**src/rtl/umips_mmio_in.sv**
```systemverilog
// umips_mmio_in: CPU-read MMIO block for the umips core.
// Synchronises switches and pushbuttons, debounces the buttons, latches press
// events (W1C), masks them onto a level interrupt and exposes a free-running timer.
// Registers are selected by a0[6:2]; read data is returned one cycle after re.
module umips_mmio_in #(
    parameter int unsigned DB_CYCLES = 50000,
    parameter int unsigned DB_W      = 16
) (
    input  logic        clk,
    input  logic        rst_n,
    input  logic        re,
    input  logic        we,
    input  logic [31:0] a0,
    input  logic [31:0] wd,
    output logic [31:0] rd,
    output logic        rd_valid,
    input  logic [17:0] SW,
    input  logic [3:0]  KEY,
    output logic        irq
);

    localparam logic [DB_W-1:0] DB_LAST = DB_W'(DB_CYCLES - 1);

    logic [17:0]           r_sw_meta;
    logic [17:0]           r_sw_sync;
    logic [3:0]            r_key_meta;
    logic [3:0]            r_key_sync;
    logic [3:0]            r_key_lvl;
    logic [3:0][DB_W-1:0]  r_db_cnt;
    logic [3:0]            r_edge;
    logic [3:0]            r_mask;
    logic [31:0]           r_timer;
    logic [31:0]           r_rd;
    logic                  r_rd_valid;
    logic                  r_irq;

    logic [4:0]            w_idx;
    logic                  w_wr_edge;
    logic                  w_wr_mask;
    logic                  w_wr_timer;
    logic [3:0]            w_lvl_next;
    logic [3:0][DB_W-1:0]  w_cnt_next;
    logic [3:0]            w_press;
    logic [3:0]            w_edge_next;
    logic [3:0]            w_mask_next;
    logic [31:0]           w_timer_next;
    logic [31:0]           w_rd_sel;
    logic                  w_unused_addr;

    assign w_idx         = a0[6:2];
    assign w_unused_addr = ^{a0[31:7], a0[1:0]};
    assign w_wr_edge     = we && (w_idx == 5'd2);
    assign w_wr_mask     = we && (w_idx == 5'd3);
    assign w_wr_timer    = we && (w_idx == 5'd4);

    // Debounce: a key level is accepted only after DB_CYCLES consecutive disagreeing samples.
    always_comb begin
        w_lvl_next = r_key_lvl;
        w_cnt_next = '0;
        for (int unsigned i = 0; i < 4; i++) begin
            if (r_key_sync[i] != r_key_lvl[i]) begin
                if (r_db_cnt[i] == DB_LAST) begin
                    w_lvl_next[i] = r_key_sync[i];
                end else begin
                    w_cnt_next[i] = r_db_cnt[i] + 1'b1;
                end
            end
        end
        // A new press is a 1->0 transition of the accepted level; it beats a same-cycle W1C clear.
        w_press      = r_key_lvl & ~w_lvl_next;
        w_edge_next  = (w_wr_edge ? (r_edge & ~wd[3:0]) : r_edge) | w_press;
        w_mask_next  = w_wr_mask ? wd[3:0] : r_mask;
        w_timer_next = w_wr_timer ? wd : (r_timer + 32'd1);
    end

    // Read mux: samples pre-write state, so re+we in one cycle returns the old value.
    always_comb begin
        w_rd_sel = '0;
        case (w_idx)
            5'd0:    w_rd_sel = {14'b0, r_sw_sync};
            5'd1:    w_rd_sel = {28'b0, r_key_lvl};
            5'd2:    w_rd_sel = {28'b0, r_edge};
            5'd3:    w_rd_sel = {28'b0, r_mask};
            5'd4:    w_rd_sel = r_timer;
            default: w_rd_sel = '0;
        endcase
    end

    // Input synchronisers, debounce state, press latches, mask and interrupt.
    always_ff @(posedge clk or negedge rst_n) begin
        if (!rst_n) begin
            r_sw_meta  <= '0;
            r_sw_sync  <= '0;
            r_key_meta <= '1;
            r_key_sync <= '1;
            r_key_lvl  <= '1;
            r_db_cnt   <= '0;
            r_edge     <= '0;
            r_mask     <= '0;
            r_irq      <= 1'b0;
        end else begin
            r_sw_meta  <= SW;
            r_sw_sync  <= r_sw_meta;
            r_key_meta <= KEY;
            r_key_sync <= r_key_meta;
            r_key_lvl  <= w_lvl_next;
            r_db_cnt   <= w_cnt_next;
            r_edge     <= w_edge_next;
            r_mask     <= w_mask_next;
            r_irq      <= |(w_edge_next & w_mask_next);
        end
    end

    // Free-running timer and registered read port.
    always_ff @(posedge clk or negedge rst_n) begin
        if (!rst_n) begin
            r_timer    <= '0;
            r_rd       <= '0;
            r_rd_valid <= 1'b0;
        end else begin
            r_timer    <= w_timer_next;
            r_rd_valid <= re;
            if (re) begin
                r_rd <= w_rd_sel;
            end
        end
    end

    assign rd       = r_rd;
    assign rd_valid = r_rd_valid;
    assign irq      = r_irq;

endmodule
```
**config.mk**
```make
export PLATFORM = sky130hd
export DESIGN_NAME = umips_mmio_in
export DESIGN_NICKNAME = d
export VERILOG_FILES = /design/src/rtl/umips_mmio_in.sv
export SDC_FILE = /design/constraint.sdc
export NUM_CORES = 1
export LEC_CHECK = 0
export CAP_MARGIN = 20
export CORE_AREA = 2 2 124 126
export DETAILED_ROUTE_END_ITERATION = 8
export DIE_AREA = 0 0 126 128
export HOLD_SLACK_MARGIN = 0.08
export PLACE_DENSITY_LB_ADDON = 0.15
export SLEW_MARGIN = 20
export SYNTH_ARGS = -nofsm -noshare
export SYNTH_HDL_FRONTEND = slang
export SYNTH_SLANG_ARGS = --single-unit
export TNS_END_PERCENT = 100
```
**constraint.sdc**
```tcl
create_clock -name clk -period 4.9 [get_ports clk]
set_input_delay 0.98 -clock clk [delete_from_list [all_inputs] [get_ports clk]]
set_output_delay 0.98 -clock clk [all_outputs]
set_load 0.02 [all_outputs]
```
== After elaboration in Yosys (flattened, before gate mapping) ==
Index checks and enable logic that the tools add are counted.

* Register bits: 186
* Input bits: 90

* Add/sub/neg operators: 5
* Equal/unequal tests: 12
* Mux-type cells: 20
* Bitwise logic cells: 6
* Reduce and logical (&&, ||, !) cells: 5

{| class="wikitable"
|+ Operators by type and width
! operator !! count
|-
| case mux 32 bit (5 select lines) || 1
|-
| two-way mux 16 bit || 8
|-
| adder 16 x 1 -> 16 bit, second input constant || 4
|-
| == test 16 bit, second input constant || 4
|-
| adder 32 x 1 -> 32 bit, second input constant || 1
|-
| two-way mux 32 bit || 1
|-
| AND 4 bit || 3
|-
| == test 5 x 2 -> 1 bit, second input constant || 2
|-
| two-way mux 1 bit || 8
|-
| two-way mux 4 bit || 2
|-
| inverter 4 bit || 2
|-
| == test 5 x 1 -> 1 bit, second input constant || 1
|-
| == test 5 x 3 -> 1 bit, second input constant || 1
|-
| zero test 5 bit || 1
|-
| inequality test 1 bit || 4
|-
| OR 4 bit || 1
|-
| OR reduction 4 bit || 1
|-
| logical AND 1 bit || 3
|}

== Longest topological paths before layout ==
* Depth in word-level cells: 8
* Depth in mapped cells: 8
* Mapped depth without buffers: 6

== Worst setup path before layout ==
No wires, ideal clock.

* Path type: input port to flip-flop
* Start: in a0[6]
* End: reg r_irq, in the netlist irq
* Setup time: 0.126 ns
* Arrival: 2.240 ns
* Required time: 4.774 ns
* Path slack: 2.534 ns
* Stages on the path: 5
* Cell sequence: nor3_1 and4_1 clkbuf_1 mux2_2 a221o_1

{| class="wikitable"
|+ RTL lines
! item !! RTL line !! RTL
|-
| start: declaration || 13 || <nowiki>input logic [31:0] a0,</nowiki>
|-
| == test 5 x 2 -> 1 bit || 53 || <nowiki>assign w_wr_mask = we && (w_idx == 5'd3);</nowiki>
|-
| logical AND 1 bit || 53 ||
|-
| two-way mux 4 bit || 72 || <nowiki>w_mask_next = w_wr_mask ? wd[3:0] : r_mask;</nowiki>
|-
| net w_mask_next[2] || 45 || <nowiki>logic [3:0] w_mask_next;</nowiki>
|-
| AND 4 bit || 110 || <nowiki>r_irq <= |(w_edge_next & w_mask_next);</nowiki>
|-
| OR reduction 4 bit || 110 ||
|-
| end signal: assignment || 110 ||
|-
| end: declaration || 35 || <nowiki>logic r_irq;</nowiki>
|}

The timed path passes the listed nets, and every way through them passes these cells.
A chain may end at the register's enable or synchronous reset.

== Final worst setup path ==
* Start: in a0[3]
* End: reg r_rd[10], in the netlist rd[10]

* Cells in the longest elaborated chain, start to end: 2

{| class="wikitable"
|+ Ends and longest elaborated chain
! item !! RTL line !! RTL
|-
| == test 5 x 3 -> 1 bit, or another cell as far along || 79 || <nowiki>case (w_idx)</nowiki>
|-
| case mux 32 bit (5 select lines) (*) || 79 ||
|-
| end signal: assignment || 124 || <nowiki>r_rd <= w_rd_sel;</nowiki>
|-
| end: declaration || 33 || <nowiki>logic [31:0] r_rd;</nowiki>
|}

Mark *: on every way between the ends. The rest lies on a longest branch, timed or not.

==> impl_metrics.json <==
{
  "pwr-share-clk": 0.369,
  "grt_pass1_wl_um": 27800,
  "grt_use_total": 0.217,
  "pin_count": 124,
  "r2r-start": "r_timer[9]",
  "clock_path_buffers": 2,
  "arrival_ns": 3.04,
  "path_class": "in2reg",
  "grt_max_degree": 116,
  "start_util": 0.536,
  "numClockSinks": 186,
  "rsz0062_at_grt": "false",
  "switching_share": 0.260,
  "slowest_stage": "clkdlybuf4s50_1",
  "setup.worst_path.start": "a0[3]",
  "postCtsResizedCells": 0,
  "powerDensity_nw_per_um2": 372,
  "worstSetupStartpointType": "primary input",
  "post-place-cells": 998,
  "die_y_um": 128,
  "drive_gt1_frac": 0.0879,
  "routedWlPerCell_um": 16.3,
  "antenna_found_initial": 0,
  "p_sw_mw": 0.934,
  "insertion_delay_ns": 0.43,
  "setup_viol": 0,
  "die_area_um2": 16100,
  "regToRegSetupSlack_ns": 2.98,
  "synth_fp_nets": 834,
  "cp.required_ns": 5.24,
  "synth_ff_type": "dfrtp_1",
  "hp-class": "reg2reg",
  "port_buffers": 96,
  "area_delta_synth_final_pct": 21.5,
  "crit_chain": "clkdlybuf4s50_1 > nor4_1 > and2_1 > buf_4 > o21ai_0 > buf_4 > o22ai_1",
  "power_frac_seq": 0.512,
  "place_area_um2": 9110,
  "post_cts_buffers": 0,
  "fin_skew_ns": 0.00821,
  "synth_area_um2": 7970,
  "cts_buffers": 17,
  "power_leakage_nw": 4.03,
  "root_buffer": "clkbuf_16",
  "htreeDepth": 4,
  "cap_violations": 0,
  "synth_edf_count": 0,
  "diodes": 0,
  "synthCells": 739,
  "slew_viol_final": 0,
  "fill_cells": 1171,
  "pre_cts_ws_ns": 1.55,
  "overflow": 0,
  "yosysSeqAreaShare": 0.586,
  "critical_path.endpoint": "rd[10]",
  "remaining_drc_errors": 0,
  "fin_cells": 1030,
  "path_max_fanout": 33,
  "fin_crit_sh": 0.550,
  "drt-initial-drc-count": 475,
  "fmax_ghz": 0.371,
  "drt_wl_total_um": 16800,
  "finalWorstSetupSlack_ns": 2.20,
  "rr_worst_depth": 5,
  "grt_pass1_vias": 5635,
  "finalNetCount": 924,
  "relSlewSlack": 0.401,
  "ys_types": 43,
  "clk_pin_slew_ns": 0.06,
  "hold_ws_ns": 0.348,
  "coreArea_um2": 14900,
  "cp-end-kind": "flip-flop",
  "worst_r2r_endpoint": "r_timer[30]",
  "timing_hold_violations_final": 0,
  "ys_ff_latch": 186,
  "dp_hpwl_um": 11200,
  "p_comb_frac": 0.119,
  "cts_hold_buf": 0,
  "gp_congestion": 0.839,
  "cts_tree": "built",
  "num_vias": 5678,
  "power.internal_mw": 2.67,
  "rows": 45,
  "max_slew.worst_pin.slew_ns": 0.898,
  "slowest_delay_ns": 0.61,
  "ir_drop_mv": 0.269,
  "cp_common_cell": "buf_4",
  "outcome": "finished clean",
  "fin_setup_tns_ns": 0,
  "yosys_warnings": 0,
  "ant_nets": 0,
  "vias_per_cell": 5.51,
  "async_flop_share": 1.00,
  "postLayoutCellArea_um2": 9690,
  "firstDrtPassIters": 5,
  "syn_avg_cell_area_um2": 10.8,
  "period_needed_ns": 2.70,
  "chipWidth_um": 126
}
cells in the mapped netlist, drive strengths merged, types with 2 or more instances:
master,count,area share
dfstp,12,0.040
nand2b,5,0.0039
a2bb2oi,2,0.0022
a21oi,35,0.022
a22oi,14,0.013
nor3b,2,0.0025
and3,25,0.020
and2,2,0.0016
and4,7,0.0077
o21ai,17,0.011
buf,10,0.0069
nor2,108,0.051
nor4bb,4,0.0050
o22ai,15,0.012
nor2b,3,0.0024
nor4b,4,0.0044
ha,5,0.0078
nand3,50,0.031
inv,37,0.017
dfrtp,174,0.55
mux2i,2,0.0025
clkbuf,22,0.010
nand4,15,0.012
xor2,46,0.051
xnor2,44,0.048
a22o,4,0.0044
nor3,9,0.0063
nand2,34,0.016
a222oi,4,0.0050
mux2,11,0.016
nor4,12,0.017
area by class of cell:
cell class	count	area [um2]	share of cell area
inverters	37	139	0.0143
clock buffers	20	447	0.0461
multi-input cells	484	3040	0.314
well taps	188	235	0.0243
flip-flops and latches	186	4670	0.482
clock inverters	12	125	0.0129
repair buffers	103	1030	0.106
kinds of logic (layout without fill, tap and decap cells):
family,count (synthesis),count (layout),share of synthesized area
xor gates and xnor gates,90,90,0.0989
muxes,13,13,0.0180
DFF,186,186,0.586
and+or+nand+nor,284,284,0.184
buffers and inverters,69,172,0.0347
adders and majority gates,5,5,0.00785
AOI/OAI and AO/OA,92,92,0.0705
cells in the final DEF (no fill, tap or decap), types with 3 or more instances in the layout:
cell type / Yosys / routed
dfrtp_1: 174 / 174
nor2_1: 108 / 108
clkdlybuf4s50_1: 0 / 95
nand3_1: 50 / 50
xor2_1: 46 / 46
xnor2_1: 44 / 44
inv_1: 37 / 37
a21oi_1: 35 / 35
nand2_1: 33 / 32
and3_1: 25 / 25
o21ai_0: 17 / 17
clkbuf_16: 0 / 17
nand4_1: 15 / 15
o22ai_1: 15 / 15
a22oi_1: 14 / 14
dfstp_2: 12 / 12
mux2_2: 11 / 11
nor3_1: 8 / 8
and4_1: 7 / 7
nor4_2: 7 / 7
buf_4: 0 / 6
nand2b_1: 5 / 5
ha_1: 5 / 5
clkinv_2: 0 / 5
nor4b_1: 4 / 4
nor4bb_1: 4 / 4
nor4_1: 4 / 4
a22o_1: 4 / 4
a222oi_1: 4 / 4
nor2b_1: 3 / 3
clkinvlp_4: 0 / 3
registers in the layout (all words and copies together) (netlist names):
signal      count
r_db_cnt       64
r_key_sync      4
r_timer        32
irq             1
rd             32
r_edge          4
r_sw_sync      18
r_key_lvl       4
r_key_meta      4
r_sw_meta      18
rd_valid        1
r_mask          4
metrics by stage:
step	util	power [mW]
after floorplan	-	2.10
after global placement	0.612	2.27
after detailed placement	0.613	2.29
after CTS	0.651	3.63
after global routing	0.652	3.77
final	0.652	3.60
worst min-delay path by stage:
stage                  startpoint       endpoint  slack [ns]  cells after the start
finish               r_sw_meta[9]   r_sw_sync[9]        0.35                      0
global route        r_key_meta[1]  r_key_sync[1]        0.36                      0
CTS                  r_sw_meta[8]   r_sw_sync[8]        0.35                      0
detailed placement   r_sw_meta[8]   r_sw_sync[8]        0.33                      0
global placement    r_sw_meta[17]  r_sw_sync[17]        0.33                      0
floorplan            r_sw_meta[0]   r_sw_sync[0]        0.33                      0
worst max-delay path: cells and delay by family:
kind / cells / cell delay [ns]
buffers and inverters: 3 / 1.20
and+or+nand+nor: 2 / 0.54
AOI/OAI and AO/OA: 2 / 0.29
routing by layer:
layer,share of wire,GRT usage
met2,0.49,0.356
met3,0.055,0.0597
met5,0,0
met1,0.44,0.284
met4,0.017,0.0685
power by group through the flow:
| stage | sequential [mW] | combinational (mW) | clock, mW |
|---|---|---|---|
| detailed placement | 1.87 | 0.427 | 0 |
| finish | 1.84 | 0.429 | 1.33 |
| global route | 1.87 | 0.478 | 1.42 |
| global placement | 1.86 | 0.413 | 0 |
| CTS | 1.84 | 0.432 | 1.36 |
| floorplan | 1.84 | 0.261 | 0 |
Power figures use the tool's default switching activity.
